File: config.mk
export PLATFORM = sky130hd
export DESIGN_NAME = seg7_scan6_flat
export DESIGN_NICKNAME = d
export VERILOG_FILES = /design/src/rtl/seg7_scan6_pkg.sv /design/src/rtl/seg7_scan6_if.sv /design/src/rtl/seg7_scan6_bcd_to_seg7.sv /design/src/rtl/seg7_scan6.sv /design/src/flat_wrapper.sv
export SDC_FILE = /design/constraint.sdc
export NUM_CORES = 1
export LEC_CHECK = 0
export ABC_AREA = 1
export BUFFER_PORTS_ARGS = -buffer_cell sky130_fd_sc_hd__buf_2
export CAP_MARGIN = 20
export CORE_MARGIN = 8
export CORE_UTILIZATION = 30
export DETAILED_ROUTE_END_ITERATION = 6
export SYNTH_ARGS = -nofsm -noshare
export SYNTH_HDL_FRONTEND = slang
export SYNTH_SLANG_ARGS = --single-unit
File: constraint.sdc
create_clock -name iclk -period 2.38 [get_ports iclk]
set_input_delay 0.476 -clock iclk [delete_from_list [all_inputs] [get_ports iclk]]
set_output_delay 0.476 -clock iclk [all_outputs]
set_load 0.01 [all_outputs]
File: src/rtl/seg7_scan6_pkg.sv
// Shared types and constants for the 6-digit 7-segment scanner.
// Latency: n/a (constants and one pure function).
// Backpressure: n/a.
//
// Segment patterns are active-high, bit order {g,f,e,d,c,b,a}.
package seg7_scan6_pkg;

   typedef logic [6:0] seg_t;
   typedef logic [2:0] dig_idx_t;

   // Snapshot of the timer's packed-BCD time fields.
   typedef struct packed {
      logic [7:0] hour;
      logic [7:0] min;
      logic [7:0] sec;
   } time_t;

   localparam seg_t SEG_0    = 7'h3F;
   localparam seg_t SEG_1    = 7'h06;
   localparam seg_t SEG_2    = 7'h5B;
   localparam seg_t SEG_3    = 7'h4F;
   localparam seg_t SEG_4    = 7'h66;
   localparam seg_t SEG_5    = 7'h6D;
   localparam seg_t SEG_6    = 7'h7D;
   localparam seg_t SEG_7    = 7'h07;
   localparam seg_t SEG_8    = 7'h7F;
   localparam seg_t SEG_9    = 7'h6F;
   localparam seg_t SEG_DASH = 7'h40;
   localparam seg_t SEG_OFF  = 7'h00;

   localparam dig_idx_t DIG_SEC_ONES  = 3'd0;
   localparam dig_idx_t DIG_SEC_TENS  = 3'd1;
   localparam dig_idx_t DIG_MIN_ONES  = 3'd2;
   localparam dig_idx_t DIG_MIN_TENS  = 3'd3;
   localparam dig_idx_t DIG_HOUR_ONES = 3'd4;
   localparam dig_idx_t DIG_HOUR_TENS = 3'd5;

   // Decimal points after hour-ones and min-ones give hh.mm.ss.
   localparam logic [5:0] DP_MASK = 6'b010100;

   // Pick the BCD nibble shown on a given digit position.
   function automatic logic [3:0] digit_nibble(input time_t t, input dig_idx_t i);
      case (i)
         DIG_SEC_ONES:  return t.sec[3:0];
         DIG_SEC_TENS:  return t.sec[7:4];
         DIG_MIN_ONES:  return t.min[3:0];
         DIG_MIN_TENS:  return t.min[7:4];
         DIG_HOUR_ONES: return t.hour[3:0];
         default:       return t.hour[7:4];
      endcase
   endfunction

endpackage

File: src/rtl/seg7_scan6_if.sv
// Bundle between the clock timer and the display scanner.
// Latency: n/a (wires only).
// Backpressure: none; time fields are level signals, display outputs free-run.
//
// Signals: ihour/imin/isec packed BCD, iblank_lz leading-zero blank,
//          iblink field blink enables (only with SEG_BLINK_EN defined),
//          osel digit enables, oseg {g,f,e,d,c,b,a}, odp decimal point.
interface seg7_scan6_if;
   logic [7:0] ihour;
   logic [7:0] imin;
   logic [7:0] isec;
   logic       iblank_lz;
`ifdef SEG_BLINK_EN
   logic [2:0] iblink;
`endif
   logic [5:0] osel;
   logic [6:0] oseg;
   logic       odp;

`ifdef SEG_BLINK_EN
   modport master (output ihour, imin, isec, iblank_lz, iblink, input osel, oseg, odp);
   modport slave  (input ihour, imin, isec, iblank_lz, iblink, output osel, oseg, odp);
`else
   modport master (output ihour, imin, isec, iblank_lz, input osel, oseg, odp);
   modport slave  (input ihour, imin, isec, iblank_lz, output osel, oseg, odp);
`endif
endinterface

File: src/rtl/seg7_scan6_bcd_to_seg7.sv
// BCD nibble to active-high 7-segment pattern; A-F render as a dash.
// Latency: combinational.
// Backpressure: none.
//
// Ports: bcd in 4, seg out 7 {g,f,e,d,c,b,a}.
module bcd_to_seg7
   import seg7_scan6_pkg::*;
(
   input  logic [3:0] bcd,
   output seg_t       seg
);

   always_comb begin
      seg = SEG_DASH;
      case (bcd)
         4'd0: seg = SEG_0;
         4'd1: seg = SEG_1;
         4'd2: seg = SEG_2;
         4'd3: seg = SEG_3;
         4'd4: seg = SEG_4;
         4'd5: seg = SEG_5;
         4'd6: seg = SEG_6;
         4'd7: seg = SEG_7;
         4'd8: seg = SEG_8;
         4'd9: seg = SEG_9;
         default: seg = SEG_DASH;
      endcase
   end

endmodule

File: src/rtl/seg7_scan6.sv
// 6-digit multiplexed 7-segment scanner with per-frame snapshot and per-dwell blanking.
// Latency: inputs shown from the next frame start; all outputs registered (1 cycle).
// Backpressure: none; free-running scan, inputs sampled once per frame.
//
// Ports: iclk clock, irst async active-high reset, bus (seg7_scan6_if.slave):
//        ihour/imin/isec/iblank_lz[/iblink] in, osel[5:0]/oseg[6:0]/odp out.
// Optional feature: define SEG_BLINK_EN for iblink field flashing.
module seg7_scan6
   import seg7_scan6_pkg::*;
#(
   parameter int CLK_HZ         = 50_000_000,
   parameter int SCAN_HZ        = 6000,
   parameter int BLANK_CYC      = 64,
   parameter int SEG_ACTIVE_LOW = 1,
   parameter int SEL_ACTIVE_LOW = 1,
   parameter int BLINK_FRAMES   = 250
)(
   input  logic        iclk,
   input  logic        irst,
   seg7_scan6_if.slave bus
);

   localparam int DIV = CLK_HZ / SCAN_HZ;
   localparam int PW  = (DIV > 1) ? $clog2(DIV) : 1;
   localparam logic [PW-1:0] DIV_LAST  = PW'(DIV - 1);
   localparam logic [PW-1:0] BLANK_END = PW'(BLANK_CYC);

   localparam logic [5:0] SEL_OFF   = (SEL_ACTIVE_LOW != 0) ? 6'h3F : 6'h00;
   localparam logic [6:0] SEG_UNLIT = (SEG_ACTIVE_LOW != 0) ? 7'h7F : 7'h00;
   localparam logic       DP_UNLIT  = (SEG_ACTIVE_LOW != 0);

   // Dwell must leave at least a couple of lit cycles after the blanking gap.
   if (DIV < BLANK_CYC + 2 || BLINK_FRAMES < 1) begin : g_cfg_err
      $error("seg7_scan6: CLK_HZ/SCAN_HZ must be >= BLANK_CYC+2 and BLINK_FRAMES >= 1");
   end

   logic [PW-1:0] presc_q, presc_nxt;
   dig_idx_t      idx_q, idx_nxt;
   time_t         shadow_q, shadow_nxt;
   logic [5:0]    osel_q;
   logic [6:0]    oseg_q;
   logic          odp_q;

   logic          tick;
   logic          wrap;
   logic [3:0]    nib;
   seg_t          dec_seg;
   logic          lz_off;
   logic          field_off;
   seg_t          seg_on;
   logic          dp_on;
   logic [5:0]    sel_on;

   assign tick = (presc_q == DIV_LAST);
   assign wrap = tick && (idx_q == DIG_HOUR_TENS);

   always_comb begin
      presc_nxt  = tick ? '0 : presc_q + PW'(1);
      idx_nxt    = idx_q;
      shadow_nxt = shadow_q;
      if (tick) begin
         idx_nxt = wrap ? DIG_SEC_ONES : idx_q + 3'd1;
      end
      // Snapshot only at the frame boundary so a frame never tears.
      if (wrap) begin
         shadow_nxt = '{hour: bus.ihour, min: bus.imin, sec: bus.isec};
      end
   end

`ifdef SEG_BLINK_EN
   localparam int FW = (BLINK_FRAMES > 1) ? $clog2(BLINK_FRAMES) : 1;
   localparam logic [FW-1:0] FRAME_LAST = FW'(BLINK_FRAMES - 1);

   logic [FW-1:0] frame_q, frame_nxt;
   logic          phase_q, phase_nxt;
   logic [2:0]    blink_q, blink_nxt;

   always_comb begin
      frame_nxt = frame_q;
      phase_nxt = phase_q;
      blink_nxt = blink_q;
      if (wrap) begin
         blink_nxt = bus.iblink;
         if (frame_q == FRAME_LAST) begin
            frame_nxt = '0;
            phase_nxt = ~phase_q;
         end else begin
            frame_nxt = frame_q + FW'(1);
         end
      end
   end

   // idx/2 selects the field: 0 sec, 1 min, 2 hour (iblink is {hour,min,sec}).
   assign field_off = phase_nxt && blink_nxt[idx_nxt[2:1]];

   always_ff @(posedge iclk or posedge irst) begin
      if (irst) begin
         frame_q <= '0;
         phase_q <= 1'b0;
         blink_q <= 3'b000;
      end else begin
         frame_q <= frame_nxt;
         phase_q <= phase_nxt;
         blink_q <= blink_nxt;
      end
   end
`else
   assign field_off = 1'b0;
`endif

   // Outputs are built from next-state so segment data for a new digit
   // lands on the same edge its enable is dropped for the blanking gap.
   assign nib = digit_nibble(shadow_nxt, idx_nxt);

   bcd_to_seg7 u_dec (
      .bcd (nib),
      .seg (dec_seg)
   );

   assign lz_off = bus.iblank_lz && (idx_nxt == DIG_HOUR_TENS) && (shadow_nxt.hour[7:4] == 4'd0);
   assign seg_on = (lz_off || field_off) ? SEG_OFF : dec_seg;
   assign dp_on  = DP_MASK[idx_nxt] && !field_off;
   assign sel_on = (presc_nxt >= BLANK_END) ? (6'b000001 << idx_nxt) : 6'b000000;

   always_ff @(posedge iclk or posedge irst) begin
      if (irst) begin
         presc_q  <= '0;
         idx_q    <= DIG_SEC_ONES;
         shadow_q <= '0;
         osel_q   <= SEL_OFF;
         oseg_q   <= SEG_UNLIT;
         odp_q    <= DP_UNLIT;
      end else begin
         presc_q  <= presc_nxt;
         idx_q    <= idx_nxt;
         shadow_q <= shadow_nxt;
         osel_q   <= (SEL_ACTIVE_LOW != 0) ? ~sel_on : sel_on;
         oseg_q   <= (SEG_ACTIVE_LOW != 0) ? ~seg_on : seg_on;
         odp_q    <= (SEG_ACTIVE_LOW != 0) ? ~dp_on  : dp_on;
      end
   end

   assign bus.osel = osel_q;
   assign bus.oseg = oseg_q;
   assign bus.odp  = odp_q;

endmodule

File: src/flat_wrapper.sv
// flat-port wrapper written by rule: the top's interface ports become plain ports
module seg7_scan6_flat import seg7_scan6_pkg::*;
#(
   parameter int CLK_HZ         = 50_000_000,
   parameter int SCAN_HZ        = 6000,
   parameter int BLANK_CYC      = 64,
   parameter int SEG_ACTIVE_LOW = 1,
   parameter int SEL_ACTIVE_LOW = 1,
   parameter int BLINK_FRAMES   = 250
)
  (iclk, irst, bus_ihour, bus_imin, bus_isec, bus_iblank_lz, bus_osel, bus_oseg, bus_odp);
  seg7_scan6_if bus_i ();
  input  logic iclk;
  input  logic irst;
  input wire logic [$bits(bus_i.ihour)-1:0] bus_ihour;
  input wire logic [$bits(bus_i.imin)-1:0] bus_imin;
  input wire logic [$bits(bus_i.isec)-1:0] bus_isec;
  input wire logic [$bits(bus_i.iblank_lz)-1:0] bus_iblank_lz;
  output wire logic [$bits(bus_i.osel)-1:0] bus_osel;
  output wire logic [$bits(bus_i.oseg)-1:0] bus_oseg;
  output wire logic [$bits(bus_i.odp)-1:0] bus_odp;
  assign bus_i.ihour = bus_ihour;
  assign bus_i.imin = bus_imin;
  assign bus_i.isec = bus_isec;
  assign bus_i.iblank_lz = bus_iblank_lz;
  assign bus_osel = bus_i.osel;
  assign bus_oseg = bus_i.oseg;
  assign bus_odp = bus_i.odp;
  seg7_scan6 #(.CLK_HZ(CLK_HZ), .SCAN_HZ(SCAN_HZ), .BLANK_CYC(BLANK_CYC), .SEG_ACTIVE_LOW(SEG_ACTIVE_LOW), .SEL_ACTIVE_LOW(SEL_ACTIVE_LOW), .BLINK_FRAMES(BLINK_FRAMES)) u_core (.iclk(iclk), .irst(irst), .bus(bus_i));
endmodule
==> run summary <==
The run finished, with violations left. The checks that failed: setup timing. The critical path depth came out at 21. The final route contains 2611 vias. For flop-to-flop paths, the worst setup slack is -0.1 ns. The count of distinct cell types in the synthesized netlist came out at 32. The number of clock sinks came out at 55. The width of the chip came out at 118 microns. The tightest min-delay check is of the in -> async type. In the post-synthesis netlist, the cell with the most instances is nand2_1. The area of the core is 10200 sq um. The average instance area after synthesis came out at 8.39 sq um. The starting DRC count in detailed routing is 76. The via count of the first global-routing pass was 2802. Setup repair after global routing could not meet its margin everywhere.

The H-tree level count is 2. The fraction of registers with async set/reset is 1.00. The layout has 1015 filler cells. The transition time of the tightest slew-check pin is 0.315 ns. The sequential-to-total area share from yosys stat is 0.444.

The largest fanout on the critical path came out at 7. After layout, the minimum clock period comes to 2.48 ns. In the final layout, the share of cells above drive strength 1 is 0.458. The initial antenna violation count is 0. The number of hold-slack violations in the final timing report is 0. For this design the ratio of total power to cell area is 387 nW/um^2. The number of antenna repair diodes is 0. In this run the clock root is driven by a clkbuf_8. The longest individual stage delay on the worst path is 0.40 ns.

The area overhead of the layout relative to synthesis is 34.0%. The count of warnings emitted by yosys came out at 0. The net count after synthesis came out at 410. IR analysis of the VDD net gives a maximum drop of 0.337 mV. The post-layout worst setup margin is -0.0982 ns. The initial core utilization came out at 0.307. The clock arrives with 0.0101 ns of skew.

For this run, the share of the core covered by cells in the final layout is 0.411. The standby leakage power came out at 2.04 nW. The first global-routing pass estimated 13.2 mm of wire. The routed wire length is 7.80 mm.

The count of cells along the worst register-to-register path came out at 21. After clock tree synthesis, the clock-pin slew on the worst setup and hold paths is 0.10 ns. The average routed wire per standard cell came out at 13.0 microns. The first detailed-routing pass ran for 4 iterations.

The number of setup violations in the final report is 6. The final weighted congestion in routability-driven placement is 0.856. For the worst setup path, the data arrival time is 2.73 ns. The insertion delay to the later sink of the worst-skew pair came out at 0.32 ns. The pin count of the biggest net entering global routing is 56. The leading area contributor after synthesis is dfrtp_1.

From bottom edge to top edge, the die measures 118 microns. By area the synthesized netlist is led by dfrtp_1, nand2_1, dfstp_2, inv_1, nand3_1. The worst setup path is launched from a flip-flop. For this run, the leading register cell type out of synthesis is dfrtp_1.

After synthesis, the most frequently instantiated cells are nand2_1, inv_1, dfrtp_1. The number of remaining DRC errors came out at 0. The total power draw came out at 1.63 mW.

The buffer depth of the longest clock path came out at 2. Yosys mapped a number of flops with a built-in enable equal to 0. Synthesis handed over a netlist of 374 instances.

The post-synthesis instance area is 3140 sq um. Once detailed placement completed, the half-perimeter wirelength came to 5.70 mm. The global-route total usage across every layer came out at 0.114. Buffers inserted to repair hold after CTS numbered 0.

The tool flagged a number of max-cap violations equal to 0. Clock tree synthesis inserted a total of 5 buffers. The die footprint is 14000 sq um. Data on the critical path is required at its endpoint by 2.63 ns. The worst setup path is captured at a flip-flop. The critical path is of the reg -> reg type. Of the available clock period, the critical path in the final layout requires 1.04. The number of vias per cell is 4.36. The share of the synthesized area in the top cell type came out at 0.327. TritonCTS built the clock tree. The slowest stage of the critical path belongs to the cell dfrtp_1. During placement, the flow inserted port buffers numbering 40. The total global routing overflow came out at 0.

The number of buffers and inverters on the critical path is 5. The number of nets at the end of the flow is 498. The dominant delay contributor by cell family on the critical path is simple AND/OR/NAND/NOR gates. The maximum clock frequency came out at 0.404 GHz. The total of flip-flops plus latches after synthesis came out at 55. Headroom to the max-slew limit came out at 0.790. The number of nets with antenna violations after detailed routing is 0. The critical path goes through inv_2 > ha_4 > inv_1 > nor2_2 > nand2_2 > nor2_4 > nand2_4 > nand2_4 > nand2_8 > inv_4 > nand2_4 > nor2_8 > nand2_1 > nand2_2 > nor3_4 > buf_6 > ha_1 > inv_1 > nand3_1 > nand3_1 > nand3_1. The post-placement setup slack is -0.155 ns. The I/O pin total is 41.

After floorplanning, the core was divided into 37 placement rows. The count of final max-slew check failures is 0.
per-layer routing:
layer	wire length [microns]	GRT usage	up-vias
li1	-	-	1325
met1	3350	0.133	1237
met2	4070	0.206	37
met5	0	0	-
met3	260	0.0262	12
met4	120	0.0320	0
registers in the layout, summed over array words and instances (netlist names):
name / count
u_core.idx_q: 3
u_core.presc_q: 14
u_core.shadow_q: 24
u_core.bus.odp: 1
u_core.bus.oseg: 7
u_core.bus.osel: 6
path summary, 6_finish.rpt:
check | start | to
setup / recovery | u_core.presc_q[1] | u_core.bus.oseg[0]
hold / removal | irst | u_core.shadow_q[14]
setup reg to reg | u_core.presc_q[1] | u_core.bus.oseg[0]
hold reg to reg | u_core.shadow_q[19] | u_core.shadow_q[19]
max in group asynchronous | irst | u_core.bus.osel[3]
min in group iclk | bus_isec[0] | u_core.shadow_q[0]
report_power, final:
| part | switching [mW] | internal, mW |
|---|---|---|
| combinational | 0.0271 | 0.0188 |
| clock | 0.333 | 0.314 |
| sequential | 0 | 0.935 |
| total | 0.360 | 1.27 |
worst min-delay path: stages:
cell and delay [ns]:
buf_2 0.10, inv_2 0.06, buf_12 0.26
area by class of cell:
cell class	count	area, sq um	share of cell area
Multi-Input combinational cell	260	1700	0.404
Sequential cell	55	1390	0.332
Clock buffer	5	68.8	0.0164
Inverter	55	213	0.0506
Tap cell	136	170	0.0405
Timing Repair Buffer	85	617	0.147
Clock inverter	3	43.8	0.0104
logic make-up (layout without fill, tap and decap cells):
logic type / count (synthesis) / after routing / share of synthesized area
simple gates: 228 / 228 / 0.391
buf+inv: 59 / 148 / 0.0766
flops: 55 / 55 / 0.444
compound gates: 19 / 19 / 0.0415
fa+ha+maj: 9 / 9 / 0.0359
xor+xnor: 4 / 4 / 0.0112
placed cells by master, fill, tap and decap left out, types with 2 or more instances in the layout:
master	n
a21oi_1	3
a21oi_2	2
buf_12	4
buf_2	40
buf_4	39
clkbuf_8	5
clkinv_2	2
dfrtp_1	41
dfstp_2	14
ha_1	5
ha_2	2
ha_4	2
inv_1	39
inv_2	13
inv_4	2
nand2_1	114
nand2_2	17
nand2_4	11
nand2_8	4
nand3_1	17
nand3_2	18
nand4_1	2
nor2_1	15
nor2_2	8
nor2_4	11
nor3_2	5
o21ai_0	7
o21ai_1	2
o21bai_4	2
xor2_1	3
per-stage QoR:
step	hold slack (ns)	cells	setup TNS [ns]	instance area [sq um]
after floorplan	0.445	374	-0.00259	3160
after global placement	0.462	581	-0.484	3820
after detailed placement	0.465	581	-0.654	3820
after CTS	0.201	595	-0.289	4090
after global routing	0.221	599	-1.67	4200
final	0.179	599	-0.479	4200
repair_timing:
item	4_1_cts	5_1_grt
pin swaps	18	10
endpoints found under the setup margin	6	12
gates cloned	1	0
gates resized for setup	21	23
setup buffers	5	4
(Power assumes the default switching activity.)
